--- src/rtl/fetch_ctrl_pkg.sv ---
// Shared encodings for the fetch sequencer: PC control codes, FSM state codes
// and default widths.
package fetch_ctrl_pkg;

    localparam int ADDR_W_DEF = 64;
    localparam int CTRL_W_DEF = 2;
    localparam int PERF_W_DEF = 32;

    // Codes understood by the PC register.
    typedef enum logic [1:0] {
        CTRL_STATE_DEFAULT = 2'b00,
        CTRL_STATE_BLOCK   = 2'b01,
        CTRL_STATE_BRANCH  = 2'b10
    } ctrl_state_e;

    typedef enum logic [1:0] {
        FETCH_CTRL_RUN  = 2'b00,
        FETCH_CTRL_WAIT = 2'b01,
        FETCH_CTRL_KILL = 2'b10
    } fetch_state_e;

    function automatic logic is_redirect(input logic trap, input logic branch);
        return trap | branch;
    endfunction

endpackage

--- src/rtl/fetch_ctrl_perf.sv ---
// Saturating event counter for the fetch sequencer's performance monitors.
// Holds at all-ones instead of wrapping; clears on synchronous reset.
module fetch_ctrl_perf #(
    parameter int PERF_W = 32
) (
    input  logic              clk,
    input  logic              rst,
    input  logic              inc,
    output logic [PERF_W-1:0] count
);

    // NOTE: state is only ever written with <= inside always_ff so every
    // register samples its inputs at the same edge, independent of block order.
    always_ff @(posedge clk) begin
        if (rst) begin
            count <= '0;
        end else if (inc && (count != {PERF_W{1'b1}})) begin
            count <= count + 1'b1;
        end
    end

endmodule

--- src/rtl/fetch_ctrl.sv ---
// Fetch front-end sequencer: arbitrates trap/branch redirects against stall and
// tracks the single outstanding icache fetch. Optional FETCH_CTRL_PERF_EN adds counters.
module fetch_ctrl
    import fetch_ctrl_pkg::*;
#(
    parameter int ADDR_W = ADDR_W_DEF,
    parameter int CTRL_W = CTRL_W_DEF,
    parameter int PERF_W = PERF_W_DEF
) (
    input  logic              clk,
    input  logic              rst,
    input  logic              trap_req_i,
    input  logic [ADDR_W-1:0] trap_target_i,
    input  logic              branch_req_i,
    input  logic [ADDR_W-1:0] branch_target_i,
    input  logic              stall_req_i,
    input  logic              icache_req_valid_i,
    input  logic              icache_req_ready_i,
    input  logic              icache_resp_valid_i,
    output logic [CTRL_W-1:0] ctrl_signal_o,
    output logic [ADDR_W-1:0] pc_new_o,
    output logic              flush_o,
    output logic              resp_discard_o,
    output logic [PERF_W-1:0] perf_stall_o,
    output logic [PERF_W-1:0] perf_redirect_o,
    output logic [PERF_W-1:0] perf_discard_o
);

    fetch_state_e      state, state_next;
    logic [ADDR_W-1:0] pend_tgt, pend_tgt_next;
    logic              pend_trap, pend_trap_next;

    ctrl_state_e       ctrl;
    logic [ADDR_W-1:0] pc_new;
    logic              flush, discard;

    logic              accept, redir, resp;
    logic [ADDR_W-1:0] tgt;

    assign accept = icache_req_valid_i & icache_req_ready_i;
    assign redir  = is_redirect(trap_req_i, branch_req_i);
    assign resp   = icache_resp_valid_i;
    assign tgt    = trap_req_i ? trap_target_i : branch_target_i;

    // NOTE: every signal written here gets a default first so no path through
    // the case/if tree leaves it unassigned and infers a latch.
    always_comb begin
        state_next     = state;
        pend_tgt_next  = pend_tgt;
        pend_trap_next = pend_trap;
        ctrl           = CTRL_STATE_BLOCK;
        pc_new         = '0;
        flush          = 1'b0;
        discard        = 1'b0;

        if (!rst) begin
            case (state)
                FETCH_CTRL_RUN: begin
                    // A response with no fetch in flight is left over from before a reset.
                    if (resp && !accept) discard = 1'b1;

                    if (redir) begin
                        flush = 1'b1;
                        if (accept && !resp) begin
                            // Fetch just launched on the dead path: hold PC until it returns.
                            pend_tgt_next  = tgt;
                            pend_trap_next = trap_req_i;
                            state_next     = FETCH_CTRL_KILL;
                        end else begin
                            ctrl   = CTRL_STATE_BRANCH;
                            pc_new = tgt;
                            if (accept) discard = 1'b1;
                        end
                    end else if (accept && !resp) begin
                        state_next = FETCH_CTRL_WAIT;
                    end else if (!stall_req_i) begin
                        ctrl = CTRL_STATE_DEFAULT;
                    end
                end

                FETCH_CTRL_WAIT: begin
                    if (resp) begin
                        state_next = FETCH_CTRL_RUN;
                        if (redir) begin
                            ctrl    = CTRL_STATE_BRANCH;
                            pc_new  = tgt;
                            flush   = 1'b1;
                            discard = 1'b1;
                        end else if (!stall_req_i) begin
                            ctrl = CTRL_STATE_DEFAULT;
                        end
                    end else if (redir) begin
                        flush          = 1'b1;
                        pend_tgt_next  = tgt;
                        pend_trap_next = trap_req_i;
                        state_next     = FETCH_CTRL_KILL;
                    end
                end

                FETCH_CTRL_KILL: begin
                    // Only a trap can displace the pending redirect; branches are stale here.
                    if (trap_req_i) begin
                        pend_tgt_next  = trap_target_i;
                        pend_trap_next = 1'b1;
                    end
                    if (resp) begin
                        ctrl       = CTRL_STATE_BRANCH;
                        pc_new     = trap_req_i ? trap_target_i : pend_tgt;
                        discard    = 1'b1;
                        state_next = FETCH_CTRL_RUN;
                    end
                end

                default: state_next = FETCH_CTRL_RUN;
            endcase
        end
    end

    always_ff @(posedge clk) begin
        if (rst) begin
            state     <= FETCH_CTRL_RUN;
            pend_tgt  <= '0;
            pend_trap <= 1'b0;
        end else begin
            state     <= state_next;
            pend_tgt  <= pend_tgt_next;
            pend_trap <= pend_trap_next;
        end
    end

    // A trap-sourced pending target must survive a quiet KILL cycle untouched.
    assert property (@(posedge clk) disable iff (rst)
        (state == FETCH_CTRL_KILL && pend_trap && !trap_req_i && !resp)
        |=> (pend_trap && pend_tgt == $past(pend_tgt)));

    assign ctrl_signal_o  = CTRL_W'(ctrl);
    assign pc_new_o       = pc_new;
    assign flush_o        = flush;
    assign resp_discard_o = discard;

`ifdef FETCH_CTRL_PERF_EN
    fetch_ctrl_perf #(.PERF_W(PERF_W)) u_perf_stall (
        .clk   (clk),
        .rst   (rst),
        .inc   (ctrl == CTRL_STATE_BLOCK),
        .count (perf_stall_o)
    );

    fetch_ctrl_perf #(.PERF_W(PERF_W)) u_perf_redirect (
        .clk   (clk),
        .rst   (rst),
        .inc   (ctrl == CTRL_STATE_BRANCH),
        .count (perf_redirect_o)
    );

    fetch_ctrl_perf #(.PERF_W(PERF_W)) u_perf_discard (
        .clk   (clk),
        .rst   (rst),
        .inc   (discard),
        .count (perf_discard_o)
    );
`else
    assign perf_stall_o    = '0;
    assign perf_redirect_o = '0;
    assign perf_discard_o  = '0;
`endif

endmodule

--- config.mk ---
export PLATFORM = sky130hd
export DESIGN_NAME = fetch_ctrl
export DESIGN_NICKNAME = d
export VERILOG_FILES = /design/src/rtl/fetch_ctrl_pkg.sv /design/src/rtl/fetch_ctrl_perf.sv /design/src/rtl/fetch_ctrl.sv
export SDC_FILE = /design/constraint.sdc
export NUM_CORES = 1
export LEC_CHECK = 0
export CAP_MARGIN = 15
export CORE_MARGIN = 1
export CORE_UTILIZATION = 44
export CTS_CLUSTER_SIZE = 16
export DETAILED_ROUTE_END_ITERATION = 7
export MAX_ROUTING_LAYER = met4
export PLACE_DENSITY = 0.83
export SLEW_MARGIN = 0
export SYNTH_ARGS = -nofsm -noshare
export SYNTH_HDL_FRONTEND = slang
export SYNTH_SLANG_ARGS = --single-unit
--- constraint.sdc ---
create_clock -name clk -period 3 [get_ports clk]
set_clock_uncertainty 0.1 [all_clocks]
set_input_delay 0.6 -clock clk [delete_from_list [all_inputs] [get_ports clk]]
set_output_delay 0.6 -clock clk [all_outputs]
set_load 0.02 [all_outputs]
==> flow_summary.json <==
{
  "period_share": 0.9099,
  "status": "complete, no violations",
  "grt_max_degree": 65,
  "holdWs_ns": 0.3651,
  "slew_viol_final": 0,
  "cts_tree": "built",
  "synth-warning-count": 0,
  "io_pins": 300,
  "initial_core_util": 0.4570,
  "power.leakage_nw": 3.668,
  "area_delta_synth_final_pct": 31.61,
  "worstPathArrival_ns": 2.03,
  "antenna_cells": 0,
  "hp-class": "reg -> reg",
  "grt_pass1_vias": 6249,
  "syn_area_per_cell_sq_um": 8.314,
  "power.density_nw_per_um2": 347.1,
  "track_usage": 0.2299,
  "drc_errors": 0,
  "die_h_microns": 128.6,
  "critPathMaxFanout": 26,
  "syn_inst": 848,
  "fin_area_sq_um": 9279,
  "first_pass_iters": 5,
  "wl_per_cell_microns": 15.09,
  "period_minus_slack_ns": 2.730,
  "synth_top_area_frac": 0.3067,
  "r2r_cells": 5,
  "hold_depth": 2,
  "fin_nets": 1174,
  "clockBufferDepth": 2,
  "timing.fmax_mhz": 366.3,
  "viasPerCell": 5.176,
  "place_inst": 1234,
  "dp_hpwl_mm": 13.69,
  "htree_levels": 3,
  "dieArea_sq_um": 16530,
  "criticalPathCategory": "in -> out",
  "grt_pass1_wl_mm": 29.99,
  "setup_violations": 0,
  "clk_pin_slew_ns": 0.05,
  "nFillCells": 1347,
  "drt-initial-drc-count": 342,
  "rows": 45,
  "final_cells": 1253,
  "slew_headroom": 0.3971,
  "end_kind": "output pin",
  "yosysTopAreaCell": "mux2_2",
  "synth_cell_type_count": 30,
  "p_total_w": 0.003221,
  "hold_buffers": 0,
  "die_w_microns": 128.6,
  "cap_violations": 0,
  "gr-total-overflow": 0,
  "core_area_sq_um": 15430,
  "ys_seq_area_frac": 0.1874,
  "gp_congestion": 0.7741,
  "layout-drive-gt1-share": 0.3388,
  "cts_buffers": 9,
  "antenna_found_initial": 0,
  "grt_setup_unrepaired": "no",
  "via_count": 6485,
  "cp.required_ns": 2.30,
  "vdd_ir_drop_max_v": 0.0002308,
  "syn_area_sq_um": 7051,
  "start_kind": "primary input",
  "io_buffers": 203,
  "ant_nets": 0,
  "final-hold-violation-count": 0,
  "worst_pin_slew_ns": 0.9044,
  "wl_mm": 18.91,
  "numClockSinks": 66,
  "clock_latency_ns": 0.32,
  "cts_root_buf": "clkbuf_16",
  "synth.area.top_cells": "mux2_2, dfxtp_1, buf_4, a22oi_1, o211ai_1",
  "dpl-instance-area_sq_um": 9141,
  "yosys_register_bits": 66
}
-- routing by layer --
layer  GRT usage  vias to the layer above  share of wire
met5           -                        -              0
met4     0.08443                        0          0.017
met3     0.03243                       21          0.045
met2      0.3978                      216           0.49
met1      0.2698                     3035           0.45
li1            -                     3213              -
-- final cells by class --
type,instances,area (sq um),area share
inverters,1,3.754,0.0004045
repair buffers,260,2455,0.2646
clock buffers,12,256.5,0.02764
clock inverters,3,15.01,0.001618
well taps,211,264.0,0.02845
flip-flops and latches,66,1321,0.1424
multi-input cells,700,4964,0.5349
-- power by group --
part           leakage (nW)  internal [W]  switching (W)
Clock                 0.138      0.000596       0.000369
Sequential            0.538      0.000934      0.0000405
Combinational          2.99      0.000631       0.000651
-- flip-flops by register name, indices dropped and copies added, names as in the netlist --
name / cells
state: 2
pend_tgt: 64
-- synthesized netlist by cell type --
master and count:
mux2_2 192, buf_4 109, nor2_1 70, dfxtp_1 66, nand2_1 66, a22oi_1 64, nand2b_1 64, o211ai_1 64
a21oi_1 47, clkbuf_1 31, a21oi_2 18, buf_2 18, buf_1 11, buf_6 6, nor3_1 4, a211oi_1 3
a21o_1 2, a221oi_1 1, and2_1 1, and2b_1 1, and3b_4 1, clkbuf_2 1, conb_1 1, inv_1 1
o21ai_0 1, o21bai_1 1, o22a_1 1, o311a_1 1, o311ai_4 1, or3_1 1
-- through the flow --
stage          setup WS [ns]  utilization  TNS [ns]
2_1_floorplan         0.4127            -         0
3_3_place_gp         -0.3894       0.5925    -20.75
3_5_place_dp         -0.4405       0.5925    -24.34
4_1_cts             -0.06999       0.5985  -0.06999
5_1_grt               0.1523       0.6015         0
6_report              0.2703       0.6015         0
-- path summary, 6_finish.rpt --
| path | endpoint | slack (ns) | start |
|---|---|---|---|
| setup / recovery | pc_new_o[10] | 0.27 | trap_req_i |
| hold / removal | pend_tgt[31] | 0.37 | pend_tgt[31] |
| setup reg to reg | pend_tgt[59] | 0.66 | state[1] |
| hold reg to reg | pend_tgt[31] | 0.37 | pend_tgt[31] |
-- cells by family (layout without fill, tap and decap cells) --
group | after synthesis | after routing | share of synthesized area
simple gates | 208 | 208 | 0.1366
compound gates | 204 | 204 | 0.2067
mux | 192 | 192 | 0.3067
buf+inv | 177 | 276 | 0.1620
flops | 66 | 66 | 0.1874
other cells | 1 | 96 | 0.0005319
-- worst max-delay path, cell delays in order --
cell and delay, ns:
clkbuf_8 0.13, buf_12 0.17, buf_12 0.18, mux2_2 0.35, a22oi_1 0.20, nor2_1 0.06, dlygate4sd2_1 0.33
-- cells in the final DEF, fill, tap and decap left out, drive strengths merged, types with 2 or more instances in the layout --
cell type	synthesis	final
nor2	70	70
nor3	4	4
dlygate4sd2	0	5
a211oi	3	3
a22oi	64	64
clkdlybuf4s15	0	16
clkbuf	32	14
a21oi	65	65
dlymetal6s2s	0	4
dfxtp	66	66
a21o	2	2
buf	144	103
clkinv	0	3
nand2b	64	64
mux2	192	192
clkdlybuf4s50	0	130
o211ai	64	64
nand2	66	66
conb	1	96
-- repair_timing --
item / 4_1_cts / 5_1_grt
gates resized for setup: 241 / 9
buffers inserted: 2 / 1
setup endpoints to repair: 67 / 53
pin swaps: 1 / 0
gates cloned: 0 / 1
(Power assumes the default switching activity.)
